$ cat config.mk
export PLATFORM = sky130hd
export DESIGN_NAME = ps2_mouse_rx
export DESIGN_NICKNAME = d
export VERILOG_FILES = /design/src/rtl/ps2_mouse_pkg.sv /design/src/rtl/ps2_rx_byte.sv /design/src/rtl/ps2_mouse_rx.sv
export SDC_FILE = /design/constraint.sdc
export NUM_CORES = 1
export LEC_CHECK = 0
export CAP_MARGIN = 10
export CORE_AREA = 2 2 109 154
export DETAILED_ROUTE_END_ITERATION = 8
export DIE_AREA = 0 0 111 156
export HOLD_SLACK_MARGIN = 0.05
export PLACE_DENSITY = 0.45
export SLEW_MARGIN = 0
export SYNTH_ARGS = -nofsm -noshare
export SYNTH_HDL_FRONTEND = slang
export SYNTH_HIERARCHICAL = 1
export SYNTH_SLANG_ARGS = --single-unit
$ cat constraint.sdc
create_clock -name clk -period 2.3 [get_ports clk]
set_input_delay 0.46 -clock clk [delete_from_list [all_inputs] [get_ports clk]]
set_output_delay 0.46 -clock clk [all_outputs]
set_load 0.1 [all_outputs]
$ cat src/rtl/ps2_mouse_pkg.sv
// ps2_mouse_pkg: shared constants, field offsets and FSM state types for the
// PS/2 mouse receiver (ps2_rx_byte, ps2_mouse_rx).
// Optional feature macro: PS2_MOUSE_RX_PARITY_CHECK_EN (odd parity enforcement).
package ps2_mouse_pkg;

  localparam int unsigned FRAME_BITS = 11;
  localparam int unsigned PKT_BYTES  = 3;

  // Field offsets inside the 25-bit ps2_mouse bus
  localparam int unsigned STAT_LO = 0;
  localparam int unsigned X_LO    = 8;
  localparam int unsigned Y_LO    = 16;
  localparam int unsigned STB_BIT = 24;

  // Status byte bit indices
  localparam int unsigned BTN_L = 0;
  localparam int unsigned BTN_R = 1;
  localparam int unsigned BTN_M = 2;
  localparam int unsigned SYNC  = 3;
  localparam int unsigned XSIGN = 4;
  localparam int unsigned YSIGN = 5;

  typedef enum logic [1:0] {
    BYTE_IDLE,
    BYTE_DATA,
    BYTE_PARITY,
    BYTE_STOP
  } byte_state_t;

  typedef enum logic [1:0] {
    PKT_B0,
    PKT_B1,
    PKT_B2
  } pkt_state_t;

  // Odd parity: data bits plus parity bit must hold an odd number of ones.
  function automatic logic odd_parity_ok(input logic [7:0] data, input logic par);
    return ^{data, par};
  endfunction

endpackage

$ cat src/rtl/ps2_rx_byte.sv
// ps2_rx_byte: PS/2 device-to-host byte receiver.
// Synchronises and filters raw PS/2 clock/data, samples data on each filtered
// clock falling edge, deserialises 11-bit frames and runs the inactivity timer.
// Optional feature macro: PS2_MOUSE_RX_PARITY_CHECK_EN (odd parity enforced in STOP).
// Ports:
//   clk, reset_n        system clock, async active-low reset
//   ps2_clk_i/data_i    raw asynchronous PS/2 pins
//   byte_valid          1-cycle pulse, byte_data holds the received byte
//   byte_data           last assembled byte
//   byte_err            1-cycle pulse on bad stop bit (or parity when enabled)
//   byte_busy           frame partially received
//   timeout             1-cycle strobe when the inactivity timer reaches its limit
module ps2_rx_byte
  import ps2_mouse_pkg::*;
#(
  parameter int unsigned FILTER_LEN     = 8,
  parameter int unsigned TIMEOUT_CYCLES = 100000
) (
  input  logic       clk,
  input  logic       reset_n,
  input  logic       ps2_clk_i,
  input  logic       ps2_data_i,
  output logic       byte_valid,
  output logic [7:0] byte_data,
  output logic       byte_err,
  output logic       byte_busy,
  output logic       timeout
);

  localparam int unsigned FCW = (FILTER_LEN > 1) ? $clog2(FILTER_LEN) : 1;
  localparam int unsigned TCW = $clog2(TIMEOUT_CYCLES + 1);

  // Index 0 = clock, index 1 = data
  logic [1:0]     sync1, sync2, filt;
  logic [FCW-1:0] fcnt [2];
  logic           clk_prev;
  logic           clk_edge, clk_fall, bit_in;
  logic [TCW-1:0] to_cnt;

  byte_state_t state, state_d;
  logic [2:0]  bit_cnt, bit_cnt_d;
  logic [7:0]  shift, shift_d;
  logic        valid_d, err_d, par_ok;

  always_ff @(posedge clk or negedge reset_n) begin
    if (!reset_n) begin
      sync1    <= '1;
      sync2    <= '1;
      filt     <= '1;
      fcnt[0]  <= '0;
      fcnt[1]  <= '0;
      clk_prev <= 1'b1;
    end else begin
      sync1    <= {ps2_data_i, ps2_clk_i};
      sync2    <= sync1;
      clk_prev <= filt[0];
      for (int unsigned i = 0; i < 2; i++) begin
        if (sync2[i] == filt[i]) begin
          fcnt[i] <= '0;
        end else if (fcnt[i] == FCW'(FILTER_LEN - 1)) begin
          filt[i] <= sync2[i];
          fcnt[i] <= '0;
        end else begin
          fcnt[i] <= fcnt[i] + 1'b1;
        end
      end
    end
  end

  assign clk_edge = clk_prev ^ filt[0];
  assign clk_fall = clk_prev & ~filt[0];
  assign bit_in   = filt[1];

  // An edge in the same cycle wins over the timer reaching its limit.
  assign timeout = ~clk_edge && (to_cnt == TCW'(TIMEOUT_CYCLES - 1));

  always_ff @(posedge clk or negedge reset_n) begin
    if (!reset_n) begin
      to_cnt <= '0;
    end else if (clk_edge) begin
      to_cnt <= '0;
    end else if (to_cnt != TCW'(TIMEOUT_CYCLES)) begin
      to_cnt <= to_cnt + 1'b1;
    end
  end

`ifdef PS2_MOUSE_RX_PARITY_CHECK_EN
  logic par_q, par_d;

  assign par_ok = odd_parity_ok(shift, par_q);

  always_ff @(posedge clk or negedge reset_n) begin
    if (!reset_n) begin
      par_q <= 1'b0;
    end else begin
      par_q <= par_d;
    end
  end

  always_comb begin
    par_d = par_q;
    if (clk_fall && state == BYTE_PARITY) begin
      par_d = bit_in;
    end
  end
`else
  assign par_ok = 1'b1;
`endif

  always_comb begin
    state_d   = state;
    bit_cnt_d = bit_cnt;
    shift_d   = shift;
    valid_d   = 1'b0;
    err_d     = 1'b0;
    if (clk_fall) begin
      case (state)
        BYTE_IDLE: begin
          if (!bit_in) begin
            state_d   = BYTE_DATA;
            bit_cnt_d = '0;
          end
        end
        BYTE_DATA: begin
          shift_d   = {bit_in, shift[7:1]};
          bit_cnt_d = bit_cnt + 3'd1;
          if (bit_cnt == 3'd7) begin
            state_d = BYTE_PARITY;
          end
        end
        BYTE_PARITY: begin
          state_d = BYTE_STOP;
        end
        BYTE_STOP: begin
          state_d = BYTE_IDLE;
          if (bit_in && par_ok) begin
            valid_d = 1'b1;
          end else begin
            err_d = 1'b1;
          end
        end
        default: state_d = BYTE_IDLE;
      endcase
    end else if (timeout) begin
      state_d = BYTE_IDLE;
    end
  end

  always_ff @(posedge clk or negedge reset_n) begin
    if (!reset_n) begin
      state      <= BYTE_IDLE;
      bit_cnt    <= '0;
      shift      <= '0;
      byte_valid <= 1'b0;
      byte_err   <= 1'b0;
    end else begin
      state      <= state_d;
      bit_cnt    <= bit_cnt_d;
      shift      <= shift_d;
      byte_valid <= valid_d;
      byte_err   <= err_d;
    end
  end

  assign byte_data = shift;
  assign byte_busy = (state != BYTE_IDLE);

endmodule

$ cat src/rtl/ps2_mouse_rx.sv
// ps2_mouse_rx: PS/2 mouse receiver producing the 25-bit ps2_mouse packet bus.
// Assembles three bytes into {toggle, Y, X, status}; toggle flips per packet.
// Optional feature macro: PS2_MOUSE_RX_PARITY_CHECK_EN (odd parity enforcement).
// Ports:
//   clk, reset_n           system clock (clk_sys), async active-low reset
//   ps2_clk_i, ps2_data_i  raw asynchronous PS/2 pins
//   ps2_mouse[24:0]        [7:0] status, [15:8] X, [23:16] Y, [24] packet toggle
//   frame_err              1-cycle pulse on any dropped byte or packet
//   busy                   frame or packet partially received
module ps2_mouse_rx
  import ps2_mouse_pkg::*;
#(
  parameter int unsigned FILTER_LEN     = 8,
  parameter int unsigned TIMEOUT_CYCLES = 100000
) (
  input  logic        clk,
  input  logic        reset_n,
  input  logic        ps2_clk_i,
  input  logic        ps2_data_i,
  output logic [24:0] ps2_mouse,
  output logic        frame_err,
  output logic        busy
);

  logic       byte_valid, byte_err, byte_busy, timeout;
  logic [7:0] byte_data;

  pkt_state_t pkt, pkt_d;
  logic [7:0] b0, b1;
  logic       err_d, ld_b0, ld_b1, publish;

  ps2_rx_byte #(
    .FILTER_LEN    (FILTER_LEN),
    .TIMEOUT_CYCLES(TIMEOUT_CYCLES)
  ) u_rx_byte (
    .clk       (clk),
    .reset_n   (reset_n),
    .ps2_clk_i (ps2_clk_i),
    .ps2_data_i(ps2_data_i),
    .byte_valid(byte_valid),
    .byte_data (byte_data),
    .byte_err  (byte_err),
    .byte_busy (byte_busy),
    .timeout   (timeout)
  );

  // busy is sampled before the abort takes effect, so an idle timeout is silent.
  assign busy = byte_busy | (pkt != PKT_B0);

  always_comb begin
    pkt_d   = pkt;
    err_d   = 1'b0;
    ld_b0   = 1'b0;
    ld_b1   = 1'b0;
    publish = 1'b0;
    if (byte_err) begin
      pkt_d = PKT_B0;
      err_d = 1'b1;
    end else if (byte_valid) begin
      case (pkt)
        PKT_B0: begin
          if (byte_data[SYNC]) begin
            ld_b0 = 1'b1;
            pkt_d = PKT_B1;
          end else begin
            err_d = 1'b1;
          end
        end
        PKT_B1: begin
          ld_b1 = 1'b1;
          pkt_d = PKT_B2;
        end
        PKT_B2: begin
          publish = 1'b1;
          pkt_d   = PKT_B0;
        end
        default: pkt_d = PKT_B0;
      endcase
    end else if (timeout && busy) begin
      pkt_d = PKT_B0;
      err_d = 1'b1;
    end
  end

  always_ff @(posedge clk or negedge reset_n) begin
    if (!reset_n) begin
      pkt       <= PKT_B0;
      b0        <= '0;
      b1        <= '0;
      ps2_mouse <= '0;
      frame_err <= 1'b0;
    end else begin
      pkt       <= pkt_d;
      frame_err <= err_d;
      if (ld_b0) begin
        b0 <= byte_data;
      end
      if (ld_b1) begin
        b1 <= byte_data;
      end
      if (publish) begin
        ps2_mouse[STAT_LO +: 8] <= b0;
        ps2_mouse[X_LO +: 8]    <= b1;
        ps2_mouse[Y_LO +: 8]    <= byte_data;
        ps2_mouse[STB_BIT]      <= ~ps2_mouse[STB_BIT];
      end
    end
  end

endmodule
==> results by group <==
Outcome
  • Status: finished clean

Setup path
  • Crit path DAT: 1.72 ns
  • Cell chain of the critical path: inv_1 -> ha_2 -> inv_1 -> or3_1 -> buf_12
  • Worst Path Buf+Inv: 3
  • R2r worst-path depth: 7
  • Critical setup path kind: register to output port
  • CP max stage delay: 0.41 ns
  • Cell mode on critical path: inv_1
  • Reg-to-reg startpoint: u_rx_byte/filt[0]$_DFFE_PN1P_
  • Req. time, crit path: 1.84 ns
  • Crit. End Element: output port
  • R2R setup slack: 0.49 ns
  • Crit-path leading delay family: flip-flops
  • Worst path slowest cell: dfrtp_1
  • Critical Path Source Type: register
  • FF-to-FF End: frame_err$_DFF_PN0_
  • Max FO, Critical Path: 5

Timing
  • Tcrit/Tclk final: 94.8%
  • Final setup vio count: 0
  • RSZ-0062 raised after global routing: no
  • Setup TNS: 0 ns
  • Worst Hold Margin: 0.0685 ns
  • Fmax: 459 MHz
  • Max-Slew Margin vs Limit: 69.7%
  • Final Skew: 0.00713 ns
  • Final min period: 2.18 ns
  • Fin. max-slew vios: 0
  • Hold Fails Final Rpt: 0
  • Worst Max-Slew Pin Slew: 0.454 ns

Floorplanning
  • Core Region: 15900 sq um
  • Total die area: 17300 sq um
  • Die Wd: 111 um
  • Number of placed I/O pins: 31
  • # rows: 55
  • Initial core utilization: 24.7%
  • Die Y: 156 um

Job
  • Total of max-cap violations: 0

Power
  • Static leakage power: 2.32 nW
  • Total power: 4.51 mW
  • Max VDD drop: 0.000644 V
  • Pwr/cell area: 948 nW/um^2

Synthesis
  • Post-synth net total: 302
  • Synthesized area: 3920 sq um
  • Yosys cell types: 47
  • Flops & latches, synth: 89
  • Post-synth EDFFs: 0
  • Syn_area_per_cell: 13.8 sq um
  • YS warnings: 6
  • Prevailing post-synth register cell: dfrtp_1
  • Synth area leader: dfrtp_1
  • Largest cells by area after synthesis: dfrtp_1 (52%), mux2_2 (8.6%), mux2_4 (7.3%)
  • Share of the synthesized area in the top cell type: 52.3%
  • Ys async rst share: 100%
  • Synth Instances: 285
  • Register area share after synthesis: 57.0%

GRT
  • Vias in the first global route: 2338
  • First-pass GRT wire length: 12.2 mm
  • Antenna violations before repair: 0
  • GRT Util Overall: 8.99%
  • Grt ovf: 0
  • Largest net degree at the start of global routing: 40

Placed design
  • Hpwl dp: 5.10 mm
  • Placed Instance Area: 4390 sq um
  • Dpl cells: 509
  • GP Congestion: 0.706
  • Count of input and output buffers: 30

Cells and area
  • Finished Layout Cells: 525
  • Design area: 4750 sq um
  • Layout area overhead: 21.2%
  • NumNets Final: 338
  • ANT cells: 0
  • Layout cells sized above 1: 34.7%

Detailed routing
  • Routed wire length: 7.37 mm
  • Vias per cell: 4.28
  • # DRC: 0
  • Antenna-violating nets left: 0
  • Iteration-0 DRC Markers: 88
  • Avg WL per Cell: 14.0 um
  • Via count: 2247
  • TritonRoute pass-1 iters: 4

CTS
  • CTS clk-pin slew, worst paths: 0.06 ns
  • Cts bufs inserted: 9
  • Maximum clock path buffer count: 2
  • Htree depth: 3
  • CTS tree: built
  • Root buf cell: clkbuf_16
  • Worst-Skew Late Latency: 0.34 ns
  • Sink Count: 89

Hold path
  • HP Class: primary input to asynchronous set/reset pin
metal layers:
layer | vias to the layer above | track usage (%) | share of wire [%]
li1 | 1075 | - | -
met1 | 1121 | 10.8 | 44
met2 | 39 | 15.0 | 50
met3 | 12 | 2.18 | 3.6
met4 | 0 | 4.64 | 2.3
met5 | - | 0 | 0
sequential cells by signal (all words and copies together), names as in the netlist, 2 cells and up:
name                 cells
u_rx_byte/sync1          2
ps2_mouse               25
u_rx_byte/bit_cnt        3
pkt                      2
u_rx_byte/filt           2
u_rx_byte/sync2          2
b1                       8
u_rx_byte/fcnt           6
u_rx_byte/state          2
b0                       8
u_rx_byte/to_cnt        17
u_rx_byte/byte_data      8
Yosys cell counts (all sizes together), types with 4 or more instances:
master / n
dfrtp: 82
mux2: 49
nand2: 17
and2: 16
ha: 13
xor2: 9
inv: 8
nand3: 8
dfstp: 7
nand4: 7
buf: 6
nor2: 6
xnor2: 6
nor3: 5
nor4: 4
o21ai: 4
cells by family (layout without fill, tap and decap cells):
group / after synthesis / in the layout / synth area share (%)
fa+ha+maj: 13 / 13 / 4.15
buf+inv: 17 / 58 / 2.93
xor+xnor: 15 / 15 / 3.35
compound gates: 15 / 15 / 2.65
simple gates: 84 / 84 / 13.3
mux: 52 / 52 / 16.6
flops: 89 / 89 / 57.0
worst max-delay path by stage:
stage               slack, ns  depth (start not counted)                           start                  end
floorplan                0.28                          5  u_rx_byte/state[0]$_DFFE_PN0P_  frame_err$_DFF_PN0_
CTS                      0.08                          5  u_rx_byte/state[0]$_DFFE_PN0P_                 busy
global route             0.03                          5  u_rx_byte/state[0]$_DFFE_PN0P_                 busy
finish                   0.12                          5  u_rx_byte/state[0]$_DFFE_PN0P_                 busy
detailed placement       0.46                          5  u_rx_byte/state[0]$_DFFE_PN0P_                 busy
global placement         0.48                          5  u_rx_byte/state[0]$_DFFE_PN0P_                 busy
layout make-up:
class,instances,area (sq um)
inverter,8,30.0
multi-input combinational,179,1580
fill,1598,11100
sequential,89,2240
clock buffer,9,225
clock inverter,7,141
tap,199,249
timing repair buffer,34,298
through the flow:
step           worst slack, ns  util, %
6_report                 0.120     29.9
5_1_grt                 0.0307     29.9
4_1_cts                 0.0773     29.9
3_5_place_dp             0.458     27.6
3_3_place_gp             0.478     27.6
2_1_floorplan            0.282        -
cells in the final DEF, fill, tap and decap left out, drive strengths merged, types with 3 or more instances in the layout:
master and instances:
dfrtp 82, mux2 49, buf 32, nand2 17, and2 16, ha 13
xor2 9, clkbuf 9, inv 9, nand3 8, dfstp 7, nand4 7
nor2 6, xnor2 6, nor3 5, bufinv 4, o21ai 4, nor4 4
and4 3, mux2i 3, and4bb 3
where the power goes:
group	switching [mW]	internal [mW]	leakage, nW
clock	0.614	1.17	0.176
sequential	0.158	1.74	1.20
combinational	0.488	0.338	0.942
total	1.26	3.25	2.32
repair_timing:
action,in CTS,in global routing
setup endpoints to repair,0,1
hold buffers,0,0
hold endpoints to repair,0,0
resized for setup,0,1
setup buffers,0,0
(Power assumes the default switching activity.)
